## src/rtl/load_store_unit.sv

```systemverilog
// Word-wide data memory initiator: loads, word stores, and sub-word stores via read-modify-write; one request in flight, req_ready only in IDLE.
// Latency accept->resp: load 3, word store 2, sub-word store 4; define MISALIGN_TRAP_EN to trap misaligned half/word accesses (resp after 1).
module load_store_unit #(
  parameter int N = 10,
  parameter int M = 32
) (
  input  logic         clk,
  input  logic         rst,
  input  logic         req_valid,
  output logic         req_ready,
  input  logic         req_we,
  input  logic [1:0]   req_size,
  input  logic         req_unsigned,
  input  logic [31:0]  req_addr,
  input  logic [31:0]  req_wdata,
  output logic         resp_valid,
  output logic [31:0]  resp_rdata,
  output logic         misalign_err,
  output logic [N-1:0] mem_addr,
  output logic         mem_rd_en,
  input  logic [M-1:0] mem_rdata,
  output logic         mem_wr_en,
  output logic [M-1:0] mem_wdata
);

  localparam logic [2:0] IDLE = 3'd0;
  localparam logic [2:0] RD   = 3'd1;
  localparam logic [2:0] WAIT = 3'd2;
  localparam logic [2:0] WR   = 3'd3;
  localparam logic [2:0] RESP = 3'd4;

  logic [2:0]   state_q, state_d;
  logic [N-1:0] addr_q, addr_d;
  logic [1:0]   off_q, off_d;
  logic [1:0]   size_q, size_d;
  logic         we_q, we_d;
  logic         uns_q, uns_d;
  logic [31:0]  wdata_q, wdata_d;
  logic [31:0]  rdata_q, rdata_d;
  logic [M-1:0] mwdata_q, mwdata_d;
  logic         rd_en_q, wr_en_q, resp_q;

  logic         accept;
  logic         trap;
  logic [1:0]   eff_size;
  logic [1:0]   eff_off;
  logic         unused_addr_hi;

  assign unused_addr_hi = ^req_addr[31:N+2];

  function automatic logic [31:0] extract(input logic [31:0] w, input logic [1:0] sz,
                                          input logic [1:0] off, input logic uns);
    logic [7:0]  b;
    logic [15:0] h;
    case (off)
      2'd0:    b = w[31:24];
      2'd1:    b = w[23:16];
      2'd2:    b = w[15:8];
      default: b = w[7:0];
    endcase
    h = off[1] ? w[15:0] : w[31:16];
    case (sz)
      2'b00:   extract = uns ? {24'b0, b} : {{24{b[7]}}, b};
      2'b01:   extract = uns ? {16'b0, h} : {{16{h[15]}}, h};
      default: extract = w;
    endcase
  endfunction

  function automatic logic [31:0] merge(input logic [31:0] w, input logic [31:0] d,
                                        input logic [1:0] sz, input logic [1:0] off);
    merge = w;
    if (sz == 2'b00) begin
      case (off)
        2'd0:    merge[31:24] = d[7:0];
        2'd1:    merge[23:16] = d[7:0];
        2'd2:    merge[15:8]  = d[7:0];
        default: merge[7:0]   = d[7:0];
      endcase
    end else if (sz == 2'b01) begin
      if (off[1]) merge[15:0] = d[15:0];
      else        merge[31:16] = d[15:0];
    end else begin
      merge = d;
    end
  endfunction

  assign req_ready = (state_q == IDLE);
  assign accept    = req_valid && req_ready;
  assign eff_size  = (req_size == 2'b11) ? 2'b10 : req_size;
  // Misaligned low bits are dropped here; in trap builds those requests never reach memory anyway.
  assign eff_off   = (eff_size == 2'b00) ? req_addr[1:0] :
                     (eff_size == 2'b01) ? {req_addr[1], 1'b0} : 2'b00;

`ifdef MISALIGN_TRAP_EN
  logic misalign_q;
  assign trap = ((eff_size == 2'b01) && req_addr[0]) ||
                ((eff_size == 2'b10) && (req_addr[1:0] != 2'b00));
  always_ff @(posedge clk) begin
    if (rst)                  misalign_q <= 1'b0;
    else if (accept)          misalign_q <= trap;
    else if (state_q == RESP) misalign_q <= 1'b0;
  end
  assign misalign_err = misalign_q;
`else
  assign trap         = 1'b0;
  assign misalign_err = 1'b0;
`endif

  always_comb begin
    state_d  = state_q;
    addr_d   = addr_q;
    off_d    = off_q;
    size_d   = size_q;
    we_d     = we_q;
    uns_d    = uns_q;
    wdata_d  = wdata_q;
    rdata_d  = rdata_q;
    mwdata_d = mwdata_q;
    case (state_q)
      IDLE: if (accept) begin
        addr_d  = req_addr[N+1:2];
        off_d   = eff_off;
        size_d  = eff_size;
        we_d    = req_we;
        uns_d   = req_unsigned;
        wdata_d = req_wdata;
        rdata_d = 32'b0;
        if (trap) begin
          state_d = RESP;
        end else if (req_we && eff_size == 2'b10) begin
          mwdata_d = req_wdata;
          state_d  = WR;
        end else begin
          state_d = RD;
        end
      end
      RD:   state_d = WAIT;
      WAIT: begin
        if (we_q) begin
          mwdata_d = merge(mem_rdata, wdata_q, size_q, off_q);
          state_d  = WR;
        end else begin
          rdata_d = extract(mem_rdata, size_q, off_q, uns_q);
          state_d = RESP;
        end
      end
      WR:      state_d = RESP;
      default: state_d = IDLE;
    endcase
  end

  always_ff @(posedge clk) begin
    if (rst) begin
      state_q  <= IDLE;
      addr_q   <= '0;
      off_q    <= 2'b0;
      size_q   <= 2'b0;
      we_q     <= 1'b0;
      uns_q    <= 1'b0;
      wdata_q  <= 32'b0;
      rdata_q  <= 32'b0;
      mwdata_q <= '0;
      rd_en_q  <= 1'b0;
      wr_en_q  <= 1'b0;
      resp_q   <= 1'b0;
    end else begin
      state_q  <= state_d;
      addr_q   <= addr_d;
      off_q    <= off_d;
      size_q   <= size_d;
      we_q     <= we_d;
      uns_q    <= uns_d;
      wdata_q  <= wdata_d;
      rdata_q  <= rdata_d;
      mwdata_q <= mwdata_d;
      rd_en_q  <= (state_d == RD);
      wr_en_q  <= (state_d == WR);
      resp_q   <= (state_d == RESP);
    end
  end

  assign resp_valid = resp_q;
  assign resp_rdata = rdata_q;
  assign mem_addr   = addr_q;
  assign mem_rd_en  = rd_en_q;
  assign mem_wr_en  = wr_en_q;
  assign mem_wdata  = mwdata_q;

endmodule

```

## config.mk

```make
export PLATFORM = sky130hd
export DESIGN_NAME = load_store_unit
export DESIGN_NICKNAME = d
export VERILOG_FILES = /design/src/rtl/load_store_unit.sv
export SDC_FILE = /design/constraint.sdc
export NUM_CORES = 1
export LEC_CHECK = 0
export CORE_UTILIZATION = 47
export CTS_CLUSTER_DIAMETER = 80
export DETAILED_ROUTE_END_ITERATION = 12
export PLACE_DENSITY = 0.88
export REMOVE_ABC_BUFFERS = 1
export SYNTH_ARGS = -nofsm -noshare
export SYNTH_HDL_FRONTEND = slang
export SYNTH_SLANG_ARGS = --single-unit
```

## constraint.sdc

```tcl
create_clock -name clk -period 2.47 [get_ports clk]
set_input_delay 0.247 -clock clk [delete_from_list [all_inputs] [get_ports clk]]
set_output_delay 0.247 -clock clk [all_outputs]
set_load 0.01 [all_outputs]
```

==> flow_summary.toml <==
[clocking]
cts_setup_buffers = 0
cts_tree = "done"
clk_pin_slew_ns = 0.06
ctsResizeCount = 0
cts.htree.levels = 4
clockBufferDepth = 2
cts.hold.buffers_added = 0
cts_root_buffer = "clkbuf_16"
cts_buffers = 17
clkSinkCount = 118
clk_latency_ns = 0.42

[placement]
gp_congestion = 0.862
dpl.hpwl_um = 12400
postPlaceCellArea_mm2 = 0.00756
place_ws_ns = 0.327
portBuffers = 160
placed_cells = 979

[timing]
fin_crit_ns = 1.98
worst_slack_ns = 0.495
setup_viol = 0
max-slew-margin-rel_pct = 54.7
tightest_slew_ns = 0.677
finClkSkew_ns = 0.00655
fmax_ghz = 0.506
period_share_pct = 80.0
hold_viol_final = 0
report.final.slew_viol_count = 0
rsz0062_at_grt = "no"

[final_layout]
post-route-cell-area_mm2 = 0.00826
layout.cells.non_filler = 1011
fillCellCount = 932
diodes = 0
syn2layout_area_growth_pct = 42.2
drive_gt1_share_pct = 11.0
fin_nets = 954

[grt]
grt_util_met2_pct = 47.6
overflow = 0
grt_use_total_pct = 29.9
grt_max_degree = 54
antenna_found_initial = 0
grt_pass1_vias = 5831
met1_usage_pct = 36.7
grt_first_pass_wirelength_um = 29600
grt-busiest-layer = "met2"
use_met3_pct = 8.52

[power_and_ir_drop]
powerDensity_mw_per_mm2 = 765
max-vdd-ir-drop_mv = 0.476
p_leak_nw = 2.95

[setup_path]
r2r_cells = 5
endpoint = "resp_rdata[17]"
reg2reg_slack_ns = 0.49
crit_path_max_incr_delay_ns = 0.52
cp_max_fo = 16
worstPathArrival_ns = 2.28
rr_startpoint = "off_q[0]"
cp_slowest_cell = "mux4_2"
cp-start-kind = "register"
crit_start = "off_q[0]"
cp.required_ns = 2.78
path_cells = "mux2_4 > mux4_2 > o211ai_4 > buf_12 > o2bb2ai_1"
worstSetupPathType = "register to register"
r2r_end = "resp_rdata[17]"
end_kind = "register"

[yosys]
ys_ff_latch = 118
seq_area_frac_synth_pct = 40.7
yosysWarnings = 0
synth.largest_area_cell = "dfxtp_1"
synth_cell_types = 55
syn_inst = 710
synth_area_leaders = "dfxtp_1, a21oi_1, nand2_1"
avgSynthCellArea_um2 = 8.18
synth_top_area_share_pct = 40.7
synth_area_mm2 = 0.00581

[routing]
avgRoutedWirePerCell_um = 18.7
vias = 6047
dr.pass1.iters = 5
vias_per_cell = 5.98
antenna_left = 0
routed_wl_um = 18900
drc = 0
drt_iter0_markers = 471

[floorplanning]
chipHeight_um = 113
io_pins = 182
fp.dieArea_mm2 = 0.0128
core_area_mm2 = 0.0120
rows = 40
die_w_um = 113
initial_core_util_pct = 48.3

[job]
drv_cap = 0

[worst_hold_path]
holdPathStages = 5
hold_path_class = "input pin to register"

[outcome]
run_status = "completed"
Yosys cell counts, drive strengths merged:
| library cell | instances |
|---|---|
| and4b | 2 |
| a31o | 1 |
| a41oi | 7 |
| a31oi | 1 |
| clkbuf | 46 |
| o21ai | 63 |
| a32oi | 1 |
| a221o | 9 |
| nor2b | 13 |
| a22o | 4 |
| a21oi | 110 |
| o221ai | 8 |
| nand3b | 2 |
| inv | 9 |
| a2111oi | 1 |
| a311o | 6 |
| a32o | 6 |
| nor2 | 33 |
| o211ai | 2 |
| mux2 | 11 |
| o21a | 1 |
| o31ai | 11 |
| conb | 1 |
| a21o | 8 |
| dfxtp | 118 |
| and3 | 2 |
| nor3 | 18 |
| mux4 | 2 |
| a22oi | 1 |
| a21boi | 2 |
| nor3b | 2 |
| nand2 | 109 |
| or3 | 6 |
| o2111ai | 1 |
| o2bb2ai | 29 |
| and2 | 3 |
| a211oi | 8 |
| or3b | 1 |
| o21ba | 1 |
| buf | 22 |
| nand3 | 18 |
| mux2i | 9 |
| nand2b | 2 |
metrics by stage:
step	total power (W)	hold slack, ns	setup TNS (ns)	util (%)
floorplan	0.00277	0.316	-8.29	-
global placement	0.00338	0.438	0	63.0
detailed placement	0.00340	0.443	0	63.0
CTS	0.00630	0.300	0	68.7
global route	0.00651	0.316	0	68.7
finish	0.00631	0.312	0	68.7
power breakdown:
group          total (W)  internal (W)  switching (W)
combinational    0.00123      0.000563       0.000668
clock            0.00291       0.00202       0.000891
sequential       0.00217       0.00205       0.000117
flip-flops by register name (all words and copies together) (netlist names):
register / count
mem_rd_en: 1
resp_rdata: 32
state_q: 3
size_q: 2
mem_wdata: 32
uns_q: 1
off_q: 2
mem_wr_en: 1
resp_valid: 1
wdata_q: 32
we_q: 1
mem_addr: 10
per-layer routing:
metal | up-vias | share of wire (%) | routed length (µm)
met4 | 0 | 3.7 | 704
met1 | 2780 | 41 | 7720
li1 | 2857 | - | -
met5 | - | 0 | 0
met2 | 350 | 45 | 8570
met3 | 60 | 9.9 | 1880
kinds of logic (layout without fill, tap and decap cells):
logic type             after synthesis  after routing  synth area share [%]
and+or+nand+nor                    211            211                  16.6
DFF                                118            118                  40.7
AOI/OAI and AO/OA                  281            281                  32.3
muxes                               22             22                  4.59
other                                1              1                0.0646
buffers and inverters               77            231                  5.73
layout by cell type (no fill, tap or decap), types with 2 or more instances in the layout:
master / instances
a32o_1: 6
and4b_1: 2
a21oi_1: 110
buf_12: 3
o2bb2ai_2: 10
clkdlybuf4s50_1: 159
a211oi_1: 8
o2bb2ai_1: 19
nor3_1: 17
or3_1: 6
dfxtp_1: 117
o21ai_0: 62
a311o_1: 6
nand3b_1: 2
o31ai_1: 10
nand3_1: 18
a41oi_1: 7
mux2i_1: 9
o221ai_1: 8
a22o_1: 4
a221o_1: 9
clkbuf_1: 2
nand2_1: 109
mux2_2: 9
buf_4: 27
and3_1: 2
nor2b_1: 13
a21o_1: 8
clkbuf_8: 5
nand2b_1: 2
mux2_4: 2
a21boi_0: 2
bufinv_16: 6
mux4_2: 2
clkbuf_16: 17
inv_1: 9
clkinv_2: 2
nor2_1: 32
area by class of cell:
type / count / area, µm² / share of cell area, %
Clock buffer: 24 / 502 / 6.08
Sequential cell: 118 / 2360 / 28.6
Timing Repair Buffer: 190 / 1860 / 22.5
Tap cell: 147 / 184 / 2.23
Clock inverter: 8 / 190 / 2.30
Inverter: 9 / 33.8 / 0.409
Multi-Input combinational cell: 515 / 3120 / 37.8
critical path, delay by kind of cell, from the launching register on:
family                 cells  cell delay (ns)
AO/OA/AOI/OAI              2             0.29
buffers and inverters      1             0.18
flip-flops                 1             0.51
multiplexers               2             0.87
worst min path at each step:
stage / startpoint / end / slack, ns
global placement: wdata_q[23] / wdata_q[23] / 0.44
global route: rst / mem_wdata[17] / 0.32
detailed placement: wdata_q[16] / wdata_q[16] / 0.44
floorplan: rst / mem_addr[0] / 0.32
finish: rst / mem_wdata[17] / 0.31
CTS: rst / mem_wdata[17] / 0.30
No activity file was read; power rests on OpenSTA's default activity.
